$ cat src/rtl/ising_ctrl_pkg.sv
// Shared types, timing constants and arithmetic helpers for the Ising run sequencer.
package ising_ctrl_pkg;

   typedef enum logic [1:0] {IDLE, PREP, ACTIVE, READOUT} state_t;

   localparam int unsigned MIN_INTERVAL  = 8;
   localparam int unsigned PREP_CYCLES   = 3;
   localparam int unsigned SETTLE_CYCLES = 4;

   // Unsigned add clipped at lim; the wide sum cannot wrap for 32-bit operands.
   function automatic int unsigned sat_add(input int unsigned a, input int unsigned b,
                                           input int unsigned lim);
      longint unsigned sum;
      sum = longint'(a) + longint'(b);
      return (sum > longint'(lim)) ? lim : int'(sum[31:0]);
   endfunction

endpackage

$ cat src/rtl/ising_cu_prog_sweep.sv
// Coupling-unit programming sweep: one enable cycle then one gap cycle per row, top row first.
module ising_cu_prog_sweep
   import ising_ctrl_pkg::*;
#(
   parameter int unsigned N_CU_ROWS = 50,
   parameter int unsigned CNT_W     = 8
) (
   input  logic                 i_clk,
   input  logic                 i_rstn,
   input  logic                 clear,
   input  logic                 launch,
   output logic [N_CU_ROWS-1:0] cu_prog_ena,
   output logic                 load_done
);

   localparam logic [CNT_W-1:0] LAST_ROW = CNT_W'(N_CU_ROWS - 1);

   logic             active_q;
   logic             gap_q;
   logic [CNT_W-1:0] row_q;
   logic             done_q;

   always_ff @(posedge i_clk or negedge i_rstn) begin
      if (!i_rstn) begin
         active_q <= 1'b0;
         gap_q    <= 1'b0;
         row_q    <= '0;
         done_q   <= 1'b0;
      end else if (clear) begin
         active_q <= 1'b0;
         gap_q    <= 1'b0;
         row_q    <= '0;
         done_q   <= 1'b0;
      end else if (launch && !active_q) begin
         active_q <= 1'b1;
         gap_q    <= 1'b0;
         row_q    <= '0;
      end else if (active_q) begin
         gap_q <= ~gap_q;
         if (gap_q) begin
            if (row_q == LAST_ROW) begin
               active_q <= 1'b0;
               done_q   <= 1'b1;
            end else begin
               row_q <= row_q + 1'b1;
            end
         end
      end
   end

   assign cu_prog_ena = (active_q && !gap_q)
                      ? ({{(N_CU_ROWS-1){1'b0}}, 1'b1} << (LAST_ROW - row_q))
                      : '0;
   assign load_done   = done_q;

endmodule

$ cat src/rtl/ising_run_sequencer.sv
// Run/rerun sequencer for the Ising array: IC programming, enables, Langevin walk and read-out.
// Optional anneal schedule shift register is built only when ISING_ANNEAL_SCH_EN is defined.
module ising_run_sequencer
   import ising_ctrl_pkg::*;
#(
   parameter int unsigned N_CU_ROWS  = 50,
   parameter int unsigned LANGEVIN_W = 16,
   parameter int unsigned SCH_LEN    = 128,
   parameter int unsigned CNT_W      = 8
) (
   input  logic                  i_clk,
   input  logic                  i_rstn,
   input  logic                  i_abort,
   input  logic                  i_load,
   input  logic                  i_run,
   input  logic                  i_rerun,
   input  logic [CNT_W-1:0]      i_total_run,
   input  logic [CNT_W-1:0]      i_total_rerun,
   input  logic [CNT_W-1:0]      i_run_interval,
   input  logic [CNT_W-1:0]      i_rerun_step,
   input  logic [1:0]            i_fix_langevin_sel,
   input  logic [SCH_LEN-1:0]    i_anneal_sch,
   input  logic                  i_anneal_tick,
   output logic                  o_busy,
   output logic                  o_done,
   output logic [CNT_W-1:0]      o_run_cnt,
   output logic [CNT_W-1:0]      o_rerun_cnt,
   output logic                  o_pre_prog_ic,
   output logic                  o_prog_ic,
   output logic [N_CU_ROWS-1:0]  o_cu_prog_ena,
   output logic                  o_load_done,
   output logic                  o_ccii_ena,
   output logic                  o_fix_ena,
   output logic                  o_langevin_ena,
   output logic [LANGEVIN_W-1:0] o_langevin_bank,
   output logic                  o_anneal_bit,
   output logic                  o_readout_ena,
   output logic                  o_readout_valid,
   output logic                  o_final_run
);

   localparam int unsigned      CNT_MAX   = (1 << CNT_W) - 1;
   localparam logic [CNT_W-1:0] MIN_IV    = CNT_W'(MIN_INTERVAL);
   localparam logic [CNT_W-1:0] PREP_LAST = CNT_W'(PREP_CYCLES - 1);
   localparam logic [CNT_W-1:0] PREP_CNT  = CNT_W'(PREP_CYCLES);
   localparam logic [CNT_W-1:0] FIX_TAIL  = CNT_W'(SETTLE_CYCLES + 1);

   state_t           state_q, state_d;
   logic             req_q, abort_q, is_run_q, done_q;
   logic [CNT_W-1:0] cyc_q, iv_q, base_q, run_cnt_q, rerun_cnt_q;

   logic             start_edge, abort_edge, start_is_run, quota_ok, accept;
   logic [CNT_W-1:0] run_iv, rerun_sum, rerun_iv, new_iv, act_last;
   logic [CNT_W:0]   done_sum, quota_sum;

   assign start_edge   = (i_run | i_rerun) & ~req_q;
   assign abort_edge   = i_abort & ~abort_q;
   assign start_is_run = i_run;
   assign quota_ok     = start_is_run ? (run_cnt_q != i_total_run) : (rerun_cnt_q != i_total_rerun);
   assign accept       = (state_q == IDLE) && start_edge && quota_ok;

   assign run_iv    = (i_run_interval < MIN_IV) ? MIN_IV : i_run_interval;
   assign rerun_sum = CNT_W'(sat_add(32'(base_q), 32'(i_rerun_step), CNT_MAX));
   assign rerun_iv  = (rerun_sum < MIN_IV) ? MIN_IV : rerun_sum;
   assign new_iv    = start_is_run ? run_iv : rerun_iv;
   assign act_last  = iv_q - CNT_W'(2);

   always_comb begin
      // NOTE: next state defaults to the current one so no path leaves it unassigned (no latch).
      state_d = state_q;
      case (state_q)
         IDLE:    if (accept) state_d = PREP;
         PREP:    if (cyc_q == PREP_LAST) state_d = ACTIVE;
         ACTIVE:  if (cyc_q == act_last) state_d = READOUT;
         READOUT: state_d = IDLE;
         default: state_d = IDLE;
      endcase
      if (abort_edge) state_d = IDLE;
   end

   // NOTE: all sequential state uses non-blocking assignments so every flop samples pre-edge values.
   always_ff @(posedge i_clk or negedge i_rstn) begin
      if (!i_rstn) begin
         state_q     <= IDLE;
         req_q       <= 1'b0;
         abort_q     <= 1'b0;
         is_run_q    <= 1'b0;
         done_q      <= 1'b0;
         cyc_q       <= '0;
         iv_q        <= '0;
         base_q      <= '0;
         run_cnt_q   <= '0;
         rerun_cnt_q <= '0;
      end else begin
         state_q <= state_d;
         req_q   <= i_run | i_rerun;
         abort_q <= i_abort;
         if (abort_edge) begin
            is_run_q    <= 1'b0;
            done_q      <= 1'b0;
            cyc_q       <= '0;
            iv_q        <= '0;
            base_q      <= '0;
            run_cnt_q   <= '0;
            rerun_cnt_q <= '0;
         end else begin
            done_q <= (state_q == READOUT);
            cyc_q  <= (state_q == IDLE) ? '0 : cyc_q + 1'b1;
            if (accept) begin
               iv_q     <= new_iv;
               base_q   <= new_iv;
               is_run_q <= start_is_run;
            end
            if (state_q == READOUT) begin
               if (is_run_q) run_cnt_q   <= run_cnt_q + 1'b1;
               else          rerun_cnt_q <= rerun_cnt_q + 1'b1;
            end
         end
      end
   end

   assign o_busy          = (state_q != IDLE);
   assign o_done          = done_q;
   assign o_run_cnt       = run_cnt_q;
   assign o_rerun_cnt     = rerun_cnt_q;
   assign o_ccii_ena      = o_busy;
   assign o_pre_prog_ic   = (state_q == PREP) && is_run_q && (cyc_q == '0);
   assign o_prog_ic       = (state_q == PREP) && is_run_q && (cyc_q == PREP_LAST);
   assign o_fix_ena       = i_fix_langevin_sel[1] && (state_q == ACTIVE) && (cyc_q <= iv_q - FIX_TAIL);
   assign o_langevin_ena  = i_fix_langevin_sel[0] && ((state_q == ACTIVE) || (state_q == READOUT))
                            && (32'(cyc_q) < PREP_CYCLES + LANGEVIN_W);
   assign o_langevin_bank = o_langevin_ena ? (LANGEVIN_W'(1) << (cyc_q - PREP_CNT)) : '0;
   assign o_readout_ena   = (state_q == ACTIVE) && (cyc_q == act_last);
   assign o_readout_valid = (state_q == READOUT);

   // Quota comparison carries one extra bit so run+rerun totals cannot wrap.
   assign done_sum    = {1'b0, run_cnt_q} + {1'b0, rerun_cnt_q};
   assign quota_sum   = {1'b0, i_total_run} + {1'b0, i_total_rerun};
   assign o_final_run = (done_sum == quota_sum) && (quota_sum != '0);

   ising_cu_prog_sweep #(
      .N_CU_ROWS (N_CU_ROWS),
      .CNT_W     (CNT_W)
   ) u_sweep (
      .i_clk       (i_clk),
      .i_rstn      (i_rstn),
      .clear       (abort_edge),
      .launch      (o_prog_ic & i_load & ~o_load_done),
      .cu_prog_ena (o_cu_prog_ena),
      .load_done   (o_load_done)
   );

`ifdef ISING_ANNEAL_SCH_EN
   logic [SCH_LEN-1:0] sch_q;

   always_ff @(posedge i_clk or negedge i_rstn) begin
      if (!i_rstn)         sch_q <= '0;
      else if (!o_fix_ena) sch_q <= i_anneal_sch;
      else if (i_anneal_tick) sch_q <= sch_q >> 1;
   end

   assign o_anneal_bit = o_fix_ena & sch_q[0];
`else
   logic sch_unused;
   assign sch_unused   = ^{i_anneal_sch, i_anneal_tick};
   assign o_anneal_bit = 1'b0;
`endif

endmodule

$ cat config.mk
export PLATFORM = sky130hd
export DESIGN_NAME = ising_run_sequencer
export DESIGN_NICKNAME = d
export VERILOG_FILES = /design/src/rtl/ising_ctrl_pkg.sv /design/src/rtl/ising_cu_prog_sweep.sv /design/src/rtl/ising_run_sequencer.sv
export SDC_FILE = /design/constraint.sdc
export NUM_CORES = 1
export LEC_CHECK = 0
export ABC_AREA = 1
export CAP_MARGIN = 10
export CORE_MARGIN = 3
export CORE_UTILIZATION = 46
export DETAILED_ROUTE_END_ITERATION = 8
export GPL_TIMING_DRIVEN = 1
export HOLD_SLACK_MARGIN = 0.02
export PLACE_DENSITY = 0.9
export SETUP_SLACK_MARGIN = 0.02
export SYNTH_ARGS = -nofsm -noshare
export SYNTH_HDL_FRONTEND = slang
export SYNTH_SLANG_ARGS = --single-unit
$ cat constraint.sdc
create_clock -name i_clk -period 3.7 [get_ports i_clk]
set_input_delay 0.74 -clock i_clk [delete_from_list [all_inputs] [get_ports i_clk]]
set_output_delay 0.74 -clock i_clk [all_outputs]
set_load 0.005 [all_outputs]
==> reports/qor.yml <==
routing:
  drtIter0Drc: 511
  totalWireLength_um: 16500
  firstDrtPassIters: 5
  drc: 0
  ant_nets: 0
  vias_per_cell: 5.22
  wire_per_inst_um: 13.3
  num_vias: 6510
synth:
  synthCells: 923
  syn-cell-area_um2: 5680
  post-synth-top-area-fraction_pct: 21.6
  ys_top_cells_by_area: "dfrtp_1 22%, nand2_1 16%, ha_1 11%"
  postSynthAreaPerCell_um2: 6.16
  ys_seq_area_share_pct: 21.6
  yosys_warnings: 0
  yosysTopAreaCell: "dfrtp_1"
  syn-num-nets: 1143
  synth-seq-cells: 49
  yosysUniqueCellTypes: 39
timing:
  min_period_ps: 3550
  setup_slack_ps: 148
  tightest_slew_ps: 734
  rsz0062_at_grt: "yes"
  drv_slew: 0
  clock_skew_ps: 7.95
  period_share_pct: 96.0
  slew_headroom_pct: 51.1
  fmax_mhz: 282
  finalHoldViolCount: 0
  setup_viol: 0
placement:
  gp_congestion: 0.928
  hpwl_um: 13300
  pre_cts_slack_ps: -250
  postPlaceCellArea_um2: 7350
  io_buffers: 132
setup_path:
  cp_num_buf_inv: 2
  timing.critical_path.slowest_stage_cell: "clkdlybuf4s50_1"
  cp-end-kind: "output port"
  path_common_cell: "nand2_2"
  critPathMaxFanout: 8
  worstSetupPathType: "reg -> out"
  crit_family: "simple AND/OR/NAND/NOR gates"
  critPathLaunchType: "flop"
  cpPeakStageDelay_ps: 540
  crit_arrival_ps: 2810
  worstPathCellList: "inv_2 -> ha_2 -> nand2_2 -> a21oi_1 -> xor2_1 -> nand2_2 -> nor2_4 -> nand3_1 -> nor3_1 -> clkdlybuf4s50_1"
  required_ps: 2960
global_route:
  antenna_found_initial: 0
  grt_pass1_vias: 5854
  grt_pass1_wl_um: 26500
  track_usage_pct: 23.6
  overflow: 0
  grt_max_degree: 32
finish:
  fin_nets: 1301
  drive_gt1_share_pct: 8.23
  finalInstanceArea_um2: 7630
  diodes: 0
  final.fill_count: 1064
  seqCellArea_um2: 1230
  multi_input_area_um2: 3960
  area_growth_syn_to_layout_pct: 34.4
floorplanning:
  initial_core_util_pct: 48.3
  fp.dieH_um: 117
  die_area_um2: 13700
  ios: 263
  dieWidth_um: 117
  row_count: 39
  core_area_um2: 11800
hold_path:
  min_path_type: "reg -> reg"
power:
  ir_drop_v: 0.000297
  p_total_w: 0.00248
  power_density_nw_per_um2: 325
  power.leakage_nw: 3.64
clocking:
  tritoncts: "yes"
  clk_pin_slew_ps: 70
  h-tree-depth: 2
  cts_max_path_buffers: 2
  cts_hold_buf: 0
  clock_sinks: 49
  clkLatencyLatePin_ps: 290
  clock-root-buffer: "clkbuf_16"
  cts_buffers: 5
status:
  status: "finished, final reports clean"
flow_run:
  maxCapViolCount: 0
## final timing paths
check / cells after the start / end / slack [ps] / from
worst max-delay path: 10 / o_cu_prog_ena[48] / 150 / u_sweep.row_q[1]
worst min-delay path: 1 / cyc_q[0] / 500 / cyc_q[0]
worst max register to register: 15 / base_q[1] / 1540 / base_q[0]
worst min register to register: 1 / cyc_q[0] / 500 / cyc_q[0]
max in group asynchronous: 2 / u_sweep.row_q[1] / 2420 / i_rstn
min in group asynchronous: 1 / base_q[2] / 510 / i_rstn
## what timing repair did
item	4_1_cts	5_1_grt
endpoints found under the setup margin	2	48
pin swaps	5	12
setup buffers	1	3
gates resized for setup	7	23
hold endpoints to repair	0	0
## area by class of cell
type	instances	area share, %
Tap cell	164	2.69
Clock inverter	2	0.197
Timing Repair Buffer	171	21.1
Sequential cell	49	16.1
Clock buffer	6	1.69
Multi-Input combinational cell	726	51.9
Inverter	128	6.29
## power by group
| part | internal, W | leakage, nW | total (W) | switching, W |
|---|---|---|---|---|
| combinational | 0.000558 | 2.91 | 0.00132 | 0.000759 |
| sequential | 0.000604 | 0.664 | 0.000711 | 0.000107 |
| clock | 0.000251 | 0.0631 | 0.000454 | 0.000202 |
| total | 0.00141 | 3.64 | 0.00248 | 0.00107 |
## layout by cell type (no fill, tap or decap), types with 18 or more instances in the layout
master,netlist,final
nand2_1,248,246
nor2_1,152,150
inv_1,126,125
clkdlybuf4s50_1,0,125
nand3_1,71,71
dfrtp_1,49,48
ha_1,48,44
buf_4,3,39
a21oi_1,40,38
nand4_1,36,36
o21ai_0,33,33
xor2_1,19,18
## layer usage
| layer | vias up | share of wire (%) | global-route usage [%] |
|---|---|---|---|
| li1 | 3272 | - | - |
| met1 | 2950 | 47 | 33.9 |
| met2 | 262 | 44 | 38.5 |
| met3 | 26 | 7.3 | 2.67 |
| met4 | 0 | 1.5 | 4.89 |
| met5 | - | 0 | 0 |
## sequential cells by signal, indices dropped and copies added, names as in the netlist, 2 cells and up
name / flops
o_run_cnt: 8
cyc_q: 8
u_sweep.row_q: 8
base_q: 8
o_rerun_cnt: 8
state_q: 2
## cells in the mapped netlist (all sizes together)
cell type,n
o21ai,34
clkbuf,12
nor3,17
a2bb2oi,1
xnor2,14
buf,8
or2,3
ha,48
inv,128
and2,1
o211ai,3
o22ai,1
nand2,250
a21oi,40
conb,1
a21o,1
fa,3
a211oi,1
xor2,19
dfrtp,49
a31oi,1
nand3b,7
nor3b,5
nand3,72
nor2,166
nand4,36
nor4,2
## logic make-up after synthesis
family                   after synthesis  share of synthesized area (%)
AO/OA/AOI/OAI                         82                           7.62
XOR/XNOR                              33                           5.22
adder cells (fa/ha/maj)               51                           11.6
buffers and inverters                148                           10.5
flip-flops                            49                           21.6
other                                  1                         0.0660
AND/OR/NAND/NOR                      559                           43.4
## through the flow
stage / utilization (%) / setup TNS, ps / std cells / hold WS, ps
2_1_floorplan: - / 0 / 923 / 444
3_3_place_gp: 62.5 / -241 / 1234 / 480
3_5_place_dp: 62.5 / -250 / 1234 / 489
4_1_cts: 63.9 / 0 / 1243 / 498
5_1_grt: 64.9 / -68.4 / 1246 / 521
6_report: 64.9 / 0 / 1246 / 501
Power figures use the tool's default switching activity.
==> RTL edit, RTL diff (same flow settings) <==
Re-encode `state_t` (4 states) as one-hot, 4 bits wide.
--- a/src/rtl/ising_ctrl_pkg.sv
+++ b/src/rtl/ising_ctrl_pkg.sv
@@ -3,3 +3,3 @@
 
-   typedef enum logic [1:0] {IDLE, PREP, ACTIVE, READOUT} state_t;
+   typedef enum logic [3:0] {IDLE = 4'b0001, PREP = 4'b0010, ACTIVE = 4'b0100, READOUT = 4'b1000} state_t;
 
Check against the original RTL: no difference found for any inputs over 4 cycles, from zero or initial values and one cycle with i_rstn low; so few cycles prove little.
==> RTL edit against the original RTL <==
Worst setup slack got worse by 63 ps. Cell area fell by 3.7%. Clock power rose by 19%. Combinational power fell by 18%. Sequential cell count rose by 2. Final cell count fell by 5.5%. Wire length fell by 3.3%. Critical path type is now in -> out. Area after synthesis fell by 4.0%. Total power fell by 6.5%.
==> RTL edit: results (changes against the original RTL) <==
The longest individual stage delay on the worst path works out to 440 ps (-100 ps). The logic depth of the worst register-to-register path was 12 (-3). The logs give 7300 µm (-0.40%) for the met2 wire length and 6.59 ps (-1.37 ps) for the worst-case clock skew. The final layout net count was 1249 (-4.0%). The dominant delay contributor by cell family on the critical path is buffers and inverters. For the synthesized net count, the log shows 1089 (-4.7%).

In this run the critical register-to-register path is captured at base_q[1]. The post-detailed-routing wire length is 16000 µm (-3.3%), and the count of warnings emitted by yosys is 0 (unchanged). The synthesized area divided by synthesized cell count was 6.25 µm² (+1.5%); the largest vdd supply drop was 0.299 mV (+0.72%). The run gives 1690 µm (+40%) as the wire length on met3. The run gives 26300 µm (-0.60%) as the first-pass GRT wire length. Headroom to the max-slew limit: 48.7% (-2.4 points).

The logs give 35 (+9.4%) for the pin count of the biggest net entering global routing and 510 ps (+8.99 ps) for the worst hold margin. The cell sitting at the root of the clock tree is a sky130_fd_sc_hd__clkbuf_16. The sequential share of the synthesized area came out at 23.4% (+1.8 points). Number of distinct library cell variants in the gate-level netlist after synthesis: 41 (+5.1%). The worst hold path stage count is 1 (unchanged). The flow ran to the end, and the final reports show no timing, DRC or antenna violations. The detailed router used layers up to and including met5. The async set or reset register ratio after synthesis is 100% (unchanged), and the final weighted congestion of routability-driven global placement is 0.957 (+3.1%). For the routed length on met1, the log shows 6740 µm (-13%). The achievable frequency is 277 MHz (-1.7%), and the CTS H-tree depth is 2 (unchanged).

For the buffer depth of the longest clock path, the log shows 2 (unchanged). Highest fanout seen on the critical path: 3 (-5). The worst setup timing slack at the placement stage was -240 ps (+10.8 ps); the fraction of layout cells with a size suffix above 1 was 6.87% (-1.4 points).

The static leakage is 3.51 nW (-3.5%). In this run the worst hold path is classified as reg -> reg. The via count is 6303 (-3.2%), and the via count of the first global-routing pass is 5865 (+0.19%). Arrival time of the worst setup path: 2870 ps (+60 ps). The total CTS buffers is 5 (unchanged), and the routed wirelength normalized by instance count is 13.6 µm (+2.3%). Overall routing resource usage: 24.0% (+0.37 points). The run gives 12500 µm (-6.1%) as the estimated wirelength of the detail-placed design.

The number of antenna violations at the first check in global routing was 1 (+1). In the post-synthesis netlist, the biggest area contributors are sky130_fd_sc_hd__dfrtp_1 (23%), sky130_fd_sc_hd__nand2_1 (15%), sky130_fd_sc_hd__ha_1 (10%). The fill cell total of the finished layout was 977 (-8.2%); the worst reg-to-reg setup slack was 1340 ps (-200 ps).

The tools report the first-iteration detailed-routing DRC count as 498 (-2.5%). Ranked by instance count, the synthesized netlist is headed by sky130_fd_sc_hd__nand2_1 (211), sky130_fd_sc_hd__nor2_1 (140), sky130_fd_sc_hd__inv_1 (120). The worst hold path terminates at cyc_q[0].
[RTL edit: final cells by class]
type / instances / share of cell area, %
Clock buffer: 6 / 1.89
Clock inverter: 2 / 0.476
Inverter: 123 / 6.28
Multi-Input combinational cell: 683 / 50.0
Sequential cell: 51 / 17.4
Tap cell: 143 / 2.43
Timing Repair Buffer: 169 / 21.6
[RTL edit: cell families after synthesis]
family,count (synthesis),synth area share (%)
other cells,1,0.0687
flops,51,23.4
buf+inv,139,9.95
simple gates,525,42.1
fa+ha+maj,47,11.2
compound gates,75,7.50
xor+xnor,35,5.76
[RTL edit: timing repair]
action | 4_1_cts | 5_1_grt
endpoints found under the setup margin | 2 | 17
gates resized for setup | 7 | 7
setup buffers | 2 | 0
endpoints found under the hold margin | 0 | 0
pin swaps | 2 | 4
[RTL edit: through the flow]
| stage | utilization (%) | instance area (µm²) |
|---|---|---|
| after detailed placement | 61.9 | 7130 |
| after CTS | 63.7 | 7340 |
| after global routing | 63.9 | 7350 |
| final | 63.9 | 7350 |
| after global placement | 61.9 | 7130 |
| after floorplan | - | 5460 |
[RTL edit: worst max-delay path by stage]
stage	startpoint	to	cells after the start
3_5_place_dp	i_total_run[0]	o_final_run	12
6_report	i_total_run[0]	o_final_run	12
2_1_floorplan	base_q[1]	o_fix_ena	11
5_1_grt	i_total_run[0]	o_final_run	12
3_3_place_gp	i_total_run[0]	o_final_run	12
4_1_cts	i_total_run[0]	o_final_run	11
[RTL edit: layer usage]
metal | track usage, % | vias to the layer above
met5 | 0 | -
met2 | 40.4 | 281
met3 | 4.95 | 24
met4 | 5.87 | 2
li1 | - | 3150
met1 | 31.5 | 2846
[RTL edit: report_power, final]
group          switching [W]  internal, W  total (W)
Sequential         0.0000893     0.000616   0.000705
Combinational       0.000623     0.000453    0.00108
Clock               0.000203     0.000336   0.000540
